==> src/rtl/stream_mux_nch.sv <==
// stream_mux_nch: N-channel valid/ready stream multiplexer with a one-beat registered output stage.
// Fixed-select or round-robin grant; define STREAM_MUX_LAST_LOCK_EN for packet-locked arbitration.
module stream_mux_nch #(
    parameter int WIDTH     = 16,
    parameter int NUM_CH    = 4,
    parameter int SEL_WIDTH = $clog2(NUM_CH)
) (
    input  logic                    clk,
    input  logic                    rst_n,
    input  logic [NUM_CH*WIDTH-1:0] in_data,
    input  logic [NUM_CH-1:0]       in_valid,
    output logic [NUM_CH-1:0]       in_ready,
`ifdef STREAM_MUX_LAST_LOCK_EN
    input  logic [NUM_CH-1:0]       in_last,
    output logic                    out_last,
`endif
    input  logic                    mode,
    input  logic [SEL_WIDTH-1:0]    sel,
    output logic [WIDTH-1:0]        out_data,
    output logic                    out_valid,
    input  logic                    out_ready,
    output logic [SEL_WIDTH-1:0]    out_ch
);

    logic [WIDTH-1:0]     ch_data [NUM_CH];
    logic                 load;
    logic                 grant_any;
    logic [SEL_WIDTH-1:0] grant_idx;
    logic [NUM_CH-1:0]    grant;
    logic                 in_xfer;
    logic [SEL_WIDTH-1:0] rr_ptr;
    logic [SEL_WIDTH-1:0] ptr_next;
    logic                 ptr_adv;

`ifdef STREAM_MUX_LAST_LOCK_EN
    logic                 lock;
    logic [SEL_WIDTH-1:0] lock_ch;
`endif

    for (genvar i = 0; i < NUM_CH; i++) begin : g_unpack
        assign ch_data[i] = in_data[i*WIDTH +: WIDTH];
    end

    assign load = !out_valid || out_ready;

    always_comb begin : p_grant
        int                   idx;
        logic [SEL_WIDTH-1:0] cand;
        idx       = 0;
        cand      = '0;
        grant_any = 1'b0;
        grant_idx = '0;
`ifdef STREAM_MUX_LAST_LOCK_EN
        if (lock) begin
            grant_any = 1'b1;
            grant_idx = lock_ch;
        end else
`endif
        if (!mode) begin
            if (int'(sel) < NUM_CH) begin
                grant_any = 1'b1;
                grant_idx = sel;
            end
        end else begin
            // Upward search with wrap, starting at the channel after the last winner.
            for (int k = 0; k < NUM_CH; k++) begin
                idx = int'(rr_ptr) + k;
                if (idx >= NUM_CH) idx = idx - NUM_CH;
                cand = SEL_WIDTH'(idx);
                if (!grant_any && in_valid[cand]) begin
                    grant_any = 1'b1;
                    grant_idx = cand;
                end
            end
        end
    end

    always_comb begin
        grant = '0;
        for (int i = 0; i < NUM_CH; i++)
            grant[i] = grant_any && (grant_idx == SEL_WIDTH'(i));
    end

    assign in_ready = rst_n ? (grant & {NUM_CH{load}}) : '0;
    assign in_xfer  = |(in_ready & in_valid);
    assign ptr_next = (grant_idx == SEL_WIDTH'(NUM_CH - 1)) ? '0 : grant_idx + 1'b1;

`ifdef STREAM_MUX_LAST_LOCK_EN
    assign ptr_adv = in_xfer && mode && in_last[grant_idx];
`else
    assign ptr_adv = in_xfer && mode;
`endif

    always_ff @(posedge clk or negedge rst_n) begin
        if (!rst_n) begin
            out_valid <= 1'b0;
            out_data  <= '0;
            out_ch    <= '0;
            rr_ptr    <= '0;
        end else begin
            if (in_xfer) begin
                out_valid <= 1'b1;
                out_data  <= ch_data[grant_idx];
                out_ch    <= grant_idx;
            end else if (out_ready) begin
                out_valid <= 1'b0;
            end
            if (ptr_adv) rr_ptr <= ptr_next;
        end
    end

`ifdef STREAM_MUX_LAST_LOCK_EN
    // A non-final beat pins the grant to its channel until that channel's last beat passes.
    always_ff @(posedge clk or negedge rst_n) begin
        if (!rst_n) begin
            lock     <= 1'b0;
            lock_ch  <= '0;
            out_last <= 1'b0;
        end else if (in_xfer) begin
            lock     <= !in_last[grant_idx];
            lock_ch  <= grant_idx;
            out_last <= in_last[grant_idx];
        end
    end
`endif

endmodule

==> config.mk <==
export PLATFORM = sky130hd
export DESIGN_NAME = stream_mux_nch
export DESIGN_NICKNAME = d
export VERILOG_FILES = /design/src/rtl/stream_mux_nch.sv
export SDC_FILE = /design/constraint.sdc
export NUM_CORES = 1
export LEC_CHECK = 0
export ABC_AREA = 1
export BUFFER_PORTS_ARGS = -buffer_cell sky130_fd_sc_hd__buf_2
export CAP_MARGIN = 10
export CORE_ASPECT_RATIO = 0.9
export CORE_UTILIZATION = 35
export CTS_CLUSTER_SIZE = 30
export DETAILED_ROUTE_END_ITERATION = 10
export PLACE_DENSITY = 0.68
export SLEW_MARGIN = 20
export SYNTH_ARGS = -nofsm -noshare
export SYNTH_HDL_FRONTEND = slang
export SYNTH_SLANG_ARGS = --single-unit
==> constraint.sdc <==
create_clock -name clk -period 2.5 [get_ports clk]
set_clock_uncertainty 0.2 [all_clocks]
set_input_delay 0.25 -clock clk [delete_from_list [all_inputs] [get_ports clk]]
set_output_delay 0.25 -clock clk [all_outputs]
set_load 0.01 [all_outputs]
; After elaboration in Yosys (flattened, before gate mapping)
; Index checks and enable logic that the tools add are counted.
[totals]
regBits = 21
latch_bits = 0
ram_bits = 0
romBits = 0
inputBits = 74
out_inout_bits = 23
wordCells = 79
n_memories = 0
[op_classes]
n_addsub = 8
n_mul = 0
n_div = 0
n_lt_le_gt_ge = 9
n_eq_ne = 3
n_shift = 0
mux = 36
n_bitwise = 3
reduce_logical = 16
[ops]
columns = cell, n
row1 = 16-bit binary-select mux with 2-bit select, 1
row2 = 16-bit two-way mux, 2
row3 = 2-bit two-way mux, 14
row4 = 1-bit two-way mux, 14
row5 = 3-bit >= comparator (second input constant), 4
row6 = 2-bit by 3-bit < comparator with 1-bit output (second input constant), 4
row7 = 4-bit AND, 2
row8 = 1-bit binary-select mux with 2-bit select, 4
row9 = 1-bit logical AND, 8
row10 = 2-bit by 1-bit subtractor with 2-bit output (second input constant), 4
row11 = 2-bit by 2-bit adder with 3-bit output (second input constant), 2
row12 = 2-bit equality test (second input constant), 2
row13 = 1-bit logical NOT, 4
row14 = 4-bit two-way mux, 1
row15 = 4-bit OR reduction, 1
row16 = 2-bit by 1-bit adder with 3-bit output (second input constant), 1
row17 = 2-bit by 3-bit >= comparator with 1-bit output (second input constant), 1
row18 = 2-bit inverter with 3-bit output, 1
row19 = 2-bit by 1-bit adder with 2-bit output (second input constant), 1
row20 = 2-bit by 1-bit equality test with 1-bit output (second input constant), 1
row21 = 2-bit logical NOT, 1
row22 = 2-bit nonzero test, 1
row23 = 1-bit logical OR, 1

; Longest topological paths before layout
; Gate-level depths: netlist of the first run.
[logic_depth]
depth_word = 26
ltp_mapped = 23
ltp_nobuf = 19

; Worst setup path after synthesis of the first run
; OpenSTA, ideal clock, no wires.
[synth_path]
kind = register -> register
from = register rr_ptr[1]
to = register out_data[0]
setup_time_ps = 116
arrival_ps = 2410
t_required_ps = 2184
slack_ps = -227
path_stages_with_launch = 24
path_buffers = 4
path_cell_list = dfrtp_1 -> buf_2 -> inv_2 -> nand2_1 -> nand2_2 -> nand2_1 -> nand2_2 -> nor2_4 -> nand3_1 -> nand2_1 -> inv_1 -> nand2_2 -> nand2_2 -> buf_6 -> buf_2 -> ha_1 -> inv_1 -> nor2_1 -> nand2_1 -> a21boi_1 -> nand2_4 -> buf_6 -> nand2_1 -> nand2_1
[synth_via]
elab_chain_len = 25
word_cells_on_any_way = 62
[synth_rtl]
columns = element, line
row1 = "start, declared", 31  ; logic [SEL_WIDTH-1:0] rr_ptr;
row2 = "start signal, assigned", 108  ; if (ptr_adv) rr_ptr <= ptr_next;
row3 = 2-bit by 3-bit >= comparator with 1-bit output / 2-bit by 1-bit subtractor with 2-bit output (equally long branches), 68  ; if (idx >= NUM_CH) idx = idx - NUM_CH;
row4 = 2-bit two-way mux, 68
row5 = 2-bit two-way mux, 59  ; if (!mode) begin
row6 = 1-bit binary-select mux with 2-bit select, 70  ; if (!grant_any && in_valid[cand]) begin
row7 = 1-bit two-way mux (implied by the code), 70
row8 = 1-bit two-way mux, 70
row9 = 1-bit two-way mux, 59
row10 = 1-bit logical NOT, 70
row11 = (+10 left out), -
row12 = 2-bit two-way mux, 59
row13 = 2-bit equality test, 81  ; grant[i] = grant_any && (grant_idx == SEL_WIDTH'(i));
row14 = 1-bit logical AND (*), 81
row15 = 4-bit AND (*), 84  ; assign in_ready = rst_n ? (grant & {NUM_CH{load}}) : '0;
row16 = 4-bit two-way mux (*), 84
row17 = net in_ready[3], 12  ; output logic [NUM_CH-1:0] in_ready,
row18 = 4-bit AND (*), 85  ; assign in_xfer = |(in_ready & in_valid);
row19 = 4-bit OR reduction (*), 85
row20 = "end signal, assigned", 103  ; out_data <= ch_data[grant_idx];
row21 = "end, declared", 19  ; output logic [WIDTH-1:0] out_data,
; Mark *: on every way through the listed nets, which the timed path passes. The rest lies on a longest branch. The select of a mux whose other input is x is not followed.
; A chain may end at the register's enable or synchronous reset.

; Worst setup path in the final report of the first run
[layout_path]
from = register rr_ptr[0]
to = register out_data[8]
[layout_via]
elab_chain_len = 25
word_cells_on_any_way = 62
[layout_rtl]
columns = element, line
row1 = 2-bit by 3-bit >= comparator with 1-bit output / 2-bit by 1-bit subtractor with 2-bit output (equally long branches), 68
row2 = 2-bit two-way mux, 68
row3 = 2-bit two-way mux, 59
row4 = 1-bit binary-select mux with 2-bit select, 70
row5 = 1-bit two-way mux (implied by the code), 70
row6 = 1-bit two-way mux, 70
row7 = 1-bit two-way mux, 59
row8 = 1-bit logical NOT, 70
row9 = (+9 left out), -
row10 = 2-bit two-way mux, 70
row11 = 2-bit two-way mux, 59
row12 = 2-bit by 1-bit equality test with 1-bit output (tied with other cells), 81
row13 = 1-bit logical AND, 81
row14 = 4-bit AND, 84
row15 = 4-bit two-way mux, 84
row16 = 4-bit AND, 85
row17 = 4-bit OR reduction, 85
; Several ways; a longest one is shown, not always the timed one. The select of a mux whose other input is x is not followed.

==> summary.txt, run 1 <==
Layout
  • Non-filler instance count after layout: 460
  • Fin nets: 471
  • Final Util: 0.586
  • Layout cell share with drive strength beyond 1: 0.506
  • Cell area after layout: 2850 um^2
  • Area Growth Syn to Fin: 61.4%
  • # diodes: 0

Global routing
  • GRT overflow: 0
  • First-pass GRT wire length: 9.10 mm
  • Largest net degree at the start of global routing: 22
  • Total GRT Usage: 0.213
  • Vias in the first global route: 1982
  • Initial antenna violation count: 0

Routing
  • Metal3 WL: 309 um
  • Met2 WL: 2.72 mm
  • DR top layer: met4
  • Vias per Instance: 4.87
  • Wirelength per Cell: 13.0 um
  • Sum of routed wire segments on met1: 2.90 mm
  • Post-route DRC: 0
  • Drt pass-1 iters: 5
  • DRT iter0 DRCs: 128
  • Routed Wire Length: 5.98 mm
  • Routed Antenna Nets: 0
  • Via count: 2241

Timing
  • Final Critical Period: 2.62 ns
  • Max Slew Vio Count: 0
  • Max Freq: 381 MHz
  • Final hold slack: 0.122 ns
  • Final hold violations: 0
  • Final Setup Violations: 22
  • Post-Route Setup TNS: -1.97 ns
  • Final worst path period share: 1.05
  • Pin slew with the least headroom to its limit: 0.418 ns
  • Relative slew slack: 0.720
  • RSZ-0062 raised after global routing: true
  • Setup ws final: -0.122 ns

CTS
  • Worst-path clk slew: 0.08 ns
  • Worst skew pair latency: 0.25 ns
  • H-tree depth: 1
  • Root Driver: clkbuf_8
  • Total CTS buffers: 3
  • CTS Sinks: 21
  • Clk buf depth: 2
  • CTS tree: built

Logic synthesis
  • Simple-Gate Fraction of Synth Area: 0.459
  • Mapped Area: 1770 um^2
  • Sequential area share after synthesis: 0.297
  • Syn Area/Cell: 6.52 um^2
  • Adder-Cell Fraction of Synth Area: 0.00708
  • Post-synthesis mux area share: 0
  • Largest family of logic cells by synthesized area: simple AND/OR/NAND/NOR gates
  • Compound-Gate Fraction of Synth Area: 0.147
  • Cells after synthesis: 271
  • Unique masters post-synth: 26
  • Syn. warnings: 0
  • Synth Register Bits: 21
  • XOR/XNOR Fraction of Synth Area: 0
  • Post-synth net total: 346

Outcome
  • Status: finished, violations left
  • Failing checks: setup timing

Worst setup path
  • Worst path top cell family by delay: simple AND/OR/NAND/NOR gates
  • Worst-path cell chain: buf_6 > nand2_4 > nand2_4 > nand2_2 > nand2_2 > buf_4 > nand3_2 > nand3_4 > nor2_4 > nor2_8 > ha_4 > inv_4 > nor2_4 > nand2_2 > a21boi_4 > buf_8 > nand2_8 > nand2_2 > nand2_1
  • Crit Path Max Fanout: 7
  • Levels on crit path: 19
  • R2R depth: 19
  • Slowest library cell on the worst path: dfrtp_2
  • CP Capture Type: register
  • Buffers & Inverters on Critical Path: 4
  • CP startpoint kind: register
  • Cell mode on critical path: nand2_2
  • Slowest cell delay on critical path: 0.49 ns
  • Worst Path Arrival: 2.57 ns
  • CP Data Required Time: 2.45 ns
  • Setup Crit Path Kind: register to register

Power
  • Max VDD drop: 475 uV
  • Leakage: 1.53 nW
  • Clock power frac: 0.070
  • Switching share of power: 0.502
  • Internal: 0.00161 W
  • PD cells: 1130 nW/um^2
  • Sequential share of power: 0.194
  • Combinational share of power: 0.736
  • P_sw: 0.00162 W

Placed design
  • Area after DPL: 2450 um^2
  • Final HPWL DP: 4.50 mm
  • I/O Buffers: 96
  • Gpl congestion: 0.916
  • Placed cells: 444

Floorplanning
  • Die Area: 5340 um^2
  • Chip width: 76.9 um
  • I/O pin cnt: 97
  • Row count: 24
  • Initial Util: 0.363
  • Total core area: 4860 um^2
  • Die extent in y: 69.4 um

Hold path
  • WHS Path Cells: 5
  • HP Class: primary input to register

Flow run
  • Max_cap viols: 0
## final cells by class
type | count | area [um^2]
Timing Repair Buffer | 129 | 791
Tap cell | 65 | 81.3
Inverter | 15 | 66.3
Clock buffer | 4 | 45.0
Multi-Input combinational cell | 226 | 1340
Sequential cell | 21 | 528
Fill cell | 464 | 2010
## layout by cell type (no fill, tap or decap), types with 2 or more instances in the layout
cell	count
buf_2	94
nand2_8	3
inv_1	8
dfrtp_1	19
dfrtp_2	2
nand2_2	28
nand3_2	7
dlygate4sd3_1	2
inv_4	4
buf_4	20
nand2_4	7
nand3_1	3
inv_2	2
nand2_1	103
o21ai_2	2
nor2_1	20
clkbuf_8	3
o21ai_0	18
nor2_4	6
nand4_1	2
nand3_4	2
buf_6	12
o211ai_1	16
nor2_8	2
## synthesized netlist by cell type
cell        n  area share
inv_2       4      0.0085
nor2_1     21       0.045
nand2_2     9       0.032
nand2_1   128        0.27
a21boi_1    1      0.0042
o21ai_0    18       0.051
clkbuf_1    1      0.0021
nand3_2     3       0.017
buf_4       2      0.0085
o211ai_1   16       0.068
clkinv_1    1      0.0021
nand4_1     2      0.0071
inv_1      10       0.021
o21ai_1     3      0.0085
o21ai_2     1      0.0050
nand2_4     1      0.0064
ha_1        1      0.0071
nor2_8      2       0.023
dfrtp_1    21        0.30
buf_2       3      0.0085
nor2_2      2      0.0071
o21bai_2    1      0.0064
o21a_1      1      0.0042
nor2_4      4       0.025
buf_6       6       0.038
nand3_1     9       0.025
## power groups by stage
stage / Combinational, W / Sequential, W / Clock (W)
after global routing: 0.00260 / 0.000644 / 0.000245
final: 0.00238 / 0.000628 / 0.000226
after floorplan: 0.00130 / 0.000652 / 0
after detailed placement: 0.00191 / 0.000617 / 0
after global placement: 0.00190 / 0.000613 / 0
after CTS: 0.00207 / 0.000619 / 0.000227
## timing repair
item | in CTS | in global routing
hold endpoints to repair | 22 | 0
setup endpoints to repair | 25 | 25
pin swaps | 15 | 27
setup buffers | 4 | 3
gates resized for setup | 20 | 48
cloned | 0 | 3
hold buffers | 2 | 0
## per-layer routing
layer	vias to the layer above	track usage
li1	1123	-
met1	1031	0.315
met2	81	0.335
met3	6	0.0171
met4	0	0.0449
met5	-	0
## flip-flops by register name, indices dropped and copies added (netlist names)
signal     cells
out_data      16
out_valid      1
out_ch         2
rr_ptr         2
## logic make-up after synthesis
group / count (synthesis)
AND/OR/NAND/NOR: 181
AO/OA/AOI/OAI: 41
buffers and inverters: 27
flip-flops: 21
adder cells (fa/ha/maj): 1
## worst reg2reg max path, cell delays in order (launching register included)
cell      delay (ns)
dfrtp_2         0.49
buf_6           0.15
nand2_4         0.05
nand2_4         0.07
nand2_2         0.07
nand2_2         0.07
buf_4           0.14
nand3_2         0.08
nand3_4         0.10
nor2_4          0.15
nor2_8          0.05
ha_4            0.18
inv_4           0.05
nor2_4          0.03
nand2_2         0.06
a21boi_4        0.20
buf_8           0.17
nand2_8         0.08
nand2_2         0.07
nand2_1         0.06
## metrics by stage
| step | setup WS [ns] | power (W) |
|---|---|---|
| finish | -0.122 | 0.00324 |
| global route | -0.244 | 0.00348 |
| CTS | -0.0859 | 0.00292 |
| detailed placement | -0.0796 | 0.00252 |
| global placement | -0.0727 | 0.00251 |
| floorplan | -0.109 | 0.00195 |
## worst paths after layout
check                                 start           to  slack, ns
worst min register to register  out_data[6]  out_data[6]       0.28
worst max-delay path              rr_ptr[0]  out_data[8]      -0.12
worst max register to register    rr_ptr[0]  out_data[8]      -0.12
max in group asynchronous             rst_n    rr_ptr[1]       1.56
min in group asynchronous             rst_n    out_valid       0.30
worst min-delay path             in_data[0]  out_data[0]       0.12
Note: power is estimated with default switching activity, not from simulation.
==> run 2: changes to the inputs <==
--- a/config.mk
+++ b/config.mk
@@ -12,6 +12,7 @@
 export CORE_UTILIZATION = 35
 export CTS_CLUSTER_SIZE = 30
 export DETAILED_ROUTE_END_ITERATION = 10
+export GPL_TIMING_DRIVEN = 0
 export PLACE_DENSITY = 0.68
 export SLEW_MARGIN = 20
 export SYNTH_ARGS = -nofsm -noshare
==> constraint.sdc (replaced) <==
create_clock -name clk -period 2.1 [get_ports clk]
set_clock_uncertainty 0.2 [all_clocks]
set_input_delay 0.21 -clock clk [delete_from_list [all_inputs] [get_ports clk]]
set_output_delay 0.21 -clock clk [all_outputs]
set_load 0.01 [all_outputs]
==> run 2 against run 1 <==
  * The run still ends with setup timing left
  * Final area rose by 3.1%
  * Fmax shrank 8.8%
  * Global-route usage is 1.7 points higher
  * Clock power is 15% higher
  * Wire length increased by 6.4%
  * Sequential cell count is the same
  * Setup slack got worse by 0.65 ns
  * Sequential power increased by 12%
  * Sequential share of layout area fell by 0.60 points
  * First-iteration DRC count is 8.6% lower
  * Die area is the same
  * Critical path type unchanged
  * Critical endpoint is now rr_ptr[1]
  * Largest power group unchanged
==> summary.txt, run 2 (same netlist as run 1, synthesis figures left out) <==
Hold path
  • HP Class: primary input to register
  • Hold path startpoint: in_data[25]

CTS
  • H-tree depth: 1
  • CTS tree: built
  • CTS Sinks: 21
  • Root Driver: clkbuf_8
  • Total CTS buffers: 3
  • Clk buf depth: 2
  • Worst-path clk slew: 0.07 ns
  • Worst skew pair latency: 0.26 ns

Timing
  • Post-Route Setup TNS: -17.43 ns
  • Final worst path period share: 1.37
  • Final hold violations: 0
  • Pin slew with the least headroom to its limit: 0.933 ns
  • Max Slew Vio Count: 0
  • Final Critical Period: 2.88 ns
  • Final hold slack: 0.0754 ns
  • Final Setup Violations: 25
  • Setup ws final: -0.775 ns
  • Max Freq: 348 MHz
  • Relative slew slack: 0.376
  • RSZ-0062 raised after global routing: true

Layout
  • Area occupied by multi-input gates: 1300 um^2
  • Fillers: 434
  • Most frequent cells in the layout: 96 x nand2_1, 95 x buf_2, 36 x nand2_2
  • Top flop regs: out_data x16, out_ch x2, rr_ptr x2
  • Layout cell share with drive strength beyond 1: 0.532
  • # diodes: 0
  • Fin nets: 478
  • Final Util: 0.605
  • Cell area after layout: 2940 um^2
  • Register name with the most flops: out_data
  • Commonest non-fill, non-tap cell in the layout: nand2_1
  • Max reg flops: 16
  • FF+latch area: 527 um^2
  • Area Growth Syn to Fin: 66.4%

Global routing
  • First-pass GRT wire length: 9.87 mm
  • GR met3 Demand/Resource: 0.0329
  • Initial antenna violation count: 0
  • Total GRT Usage: 0.229
  • Vias in the first global route: 2120
  • Gr busiest metal: met2
  • Met1 Use GR: 0.309
  • Met2 GRT Util: 0.384
  • GRT overflow: 0
  • Largest net degree at the start of global routing: 22

Outcome
  • Failing checks: setup timing
  • Status: finished, violations left

Routing
  • Wirelength per Cell: 13.6 um
  • Via count: 2317
  • Routed Wire Length: 6.37 mm
  • DRT iter0 DRCs: 117
  • Vias per Instance: 4.96
  • Drt pass-1 iters: 4
  • Routed Antenna Nets: 0
  • Post-route DRC: 0

Floorplanning
  • Initial Util: 0.363
  • Row count: 24
  • I/O pin cnt: 97
  • Total core area: 4860 um^2
  • Die Area: 5340 um^2
  • Chip width: 76.9 um
  • Die extent in y: 69.4 um

Worst setup path
  • Flop-to-flop setup slack: -0.78 ns
  • Start point of the critical path: rr_ptr[0]
  • CP Capture Type: register
  • R2r startpoint: rr_ptr[0]
  • Worst Path Arrival: 2.82 ns
  • CP Data Required Time: 2.05 ns
  • Setup Crit Path Kind: register to register
  • CP startpoint kind: register
  • Crit Path Max Fanout: 7

Power
  • Leakage: 1.55 nW
  • PD cells: 1430 nW/um^2
  • Max VDD drop: 544 uV

Placed design
  • Area after DPL: 2400 um^2
  • I/O Buffers: 95
  • Final HPWL DP: 4.18 mm
  • Gpl congestion: 0.824

Flow run
  • Max_cap viols: 0
run 2: layout make-up:
| cell class | instances | share of cell area |
|---|---|---|
| tap | 65 | 0.0276 |
| inverter | 15 | 0.0234 |
| sequential | 21 | 0.179 |
| timing repair inverter | 1 | 0.00255 |
| multi-input combinational | 223 | 0.443 |
| clock buffer | 4 | 0.0153 |
| buffer | 12 | 0.0438 |
| timing repair buffer | 126 | 0.265 |
run 2: path summary, 6_finish.rpt:
check                              end  cells after the start
min in group asynchronous    out_valid                      2
max reg2reg                  rr_ptr[1]                     23
max in group asynchronous    rr_ptr[0]                      2
max                          rr_ptr[1]                     23
min                        out_data[9]                      5
min reg2reg                out_data[9]                      2
run 2: report_power, final:
group	switching, W	internal (W)	total [W]
Sequential	0.000108	0.000596	0.000704
Combinational	0.00182	0.00142	0.00324
Clock	0.000125	0.000135	0.000260
run 2: worst max-delay path: stages (launching register included):
cell and delay [ns]:
dfrtp_2 0.45, buf_6 0.15, buf_6 0.13, nand2_2 0.07, nand2_2 0.06, nand2_1 0.08, nand2_1 0.07, nand2_2 0.07
nand2_1 0.05, nand2_1 0.07, nand2_2 0.07, nand2_4 0.09, nand2_4 0.05, buf_8 0.12, buf_8 0.11, ha_4 0.16
inv_4 0.06, nor2_4 0.04, nand2_2 0.07, a21boi_4 0.19, nand2_4 0.11, buf_6 0.15, nand3_2 0.07, nand2_1 0.07
run 2: what timing repair did:
item,in CTS,in global routing
cloned,4,0
endpoints found under the hold margin,22,0
buffers inserted,19,7
hold buffers,2,0
setup endpoints to repair,25,25
resized for setup,46,31
pin swaps,21,15
run 2: metrics by stage:
stage                     instances  setup WS, ns  power (W)
final                           467        -0.775    0.00420
after global routing            467        -0.884    0.00450
after detailed placement        431        -0.718    0.00295
after global placement          431        -0.702    0.00291
after floorplan                 271        -0.502    0.00233
after CTS                       460        -0.645    0.00383
run 2: routing by layer:
layer	vias to the layer above	wire length (um)	share of wire
li1	1131	-	-
met1	1082	2840	0.45
met2	93	3070	0.48
met3	11	335	0.053
met4	0	120	0.019
met5	-	0	0
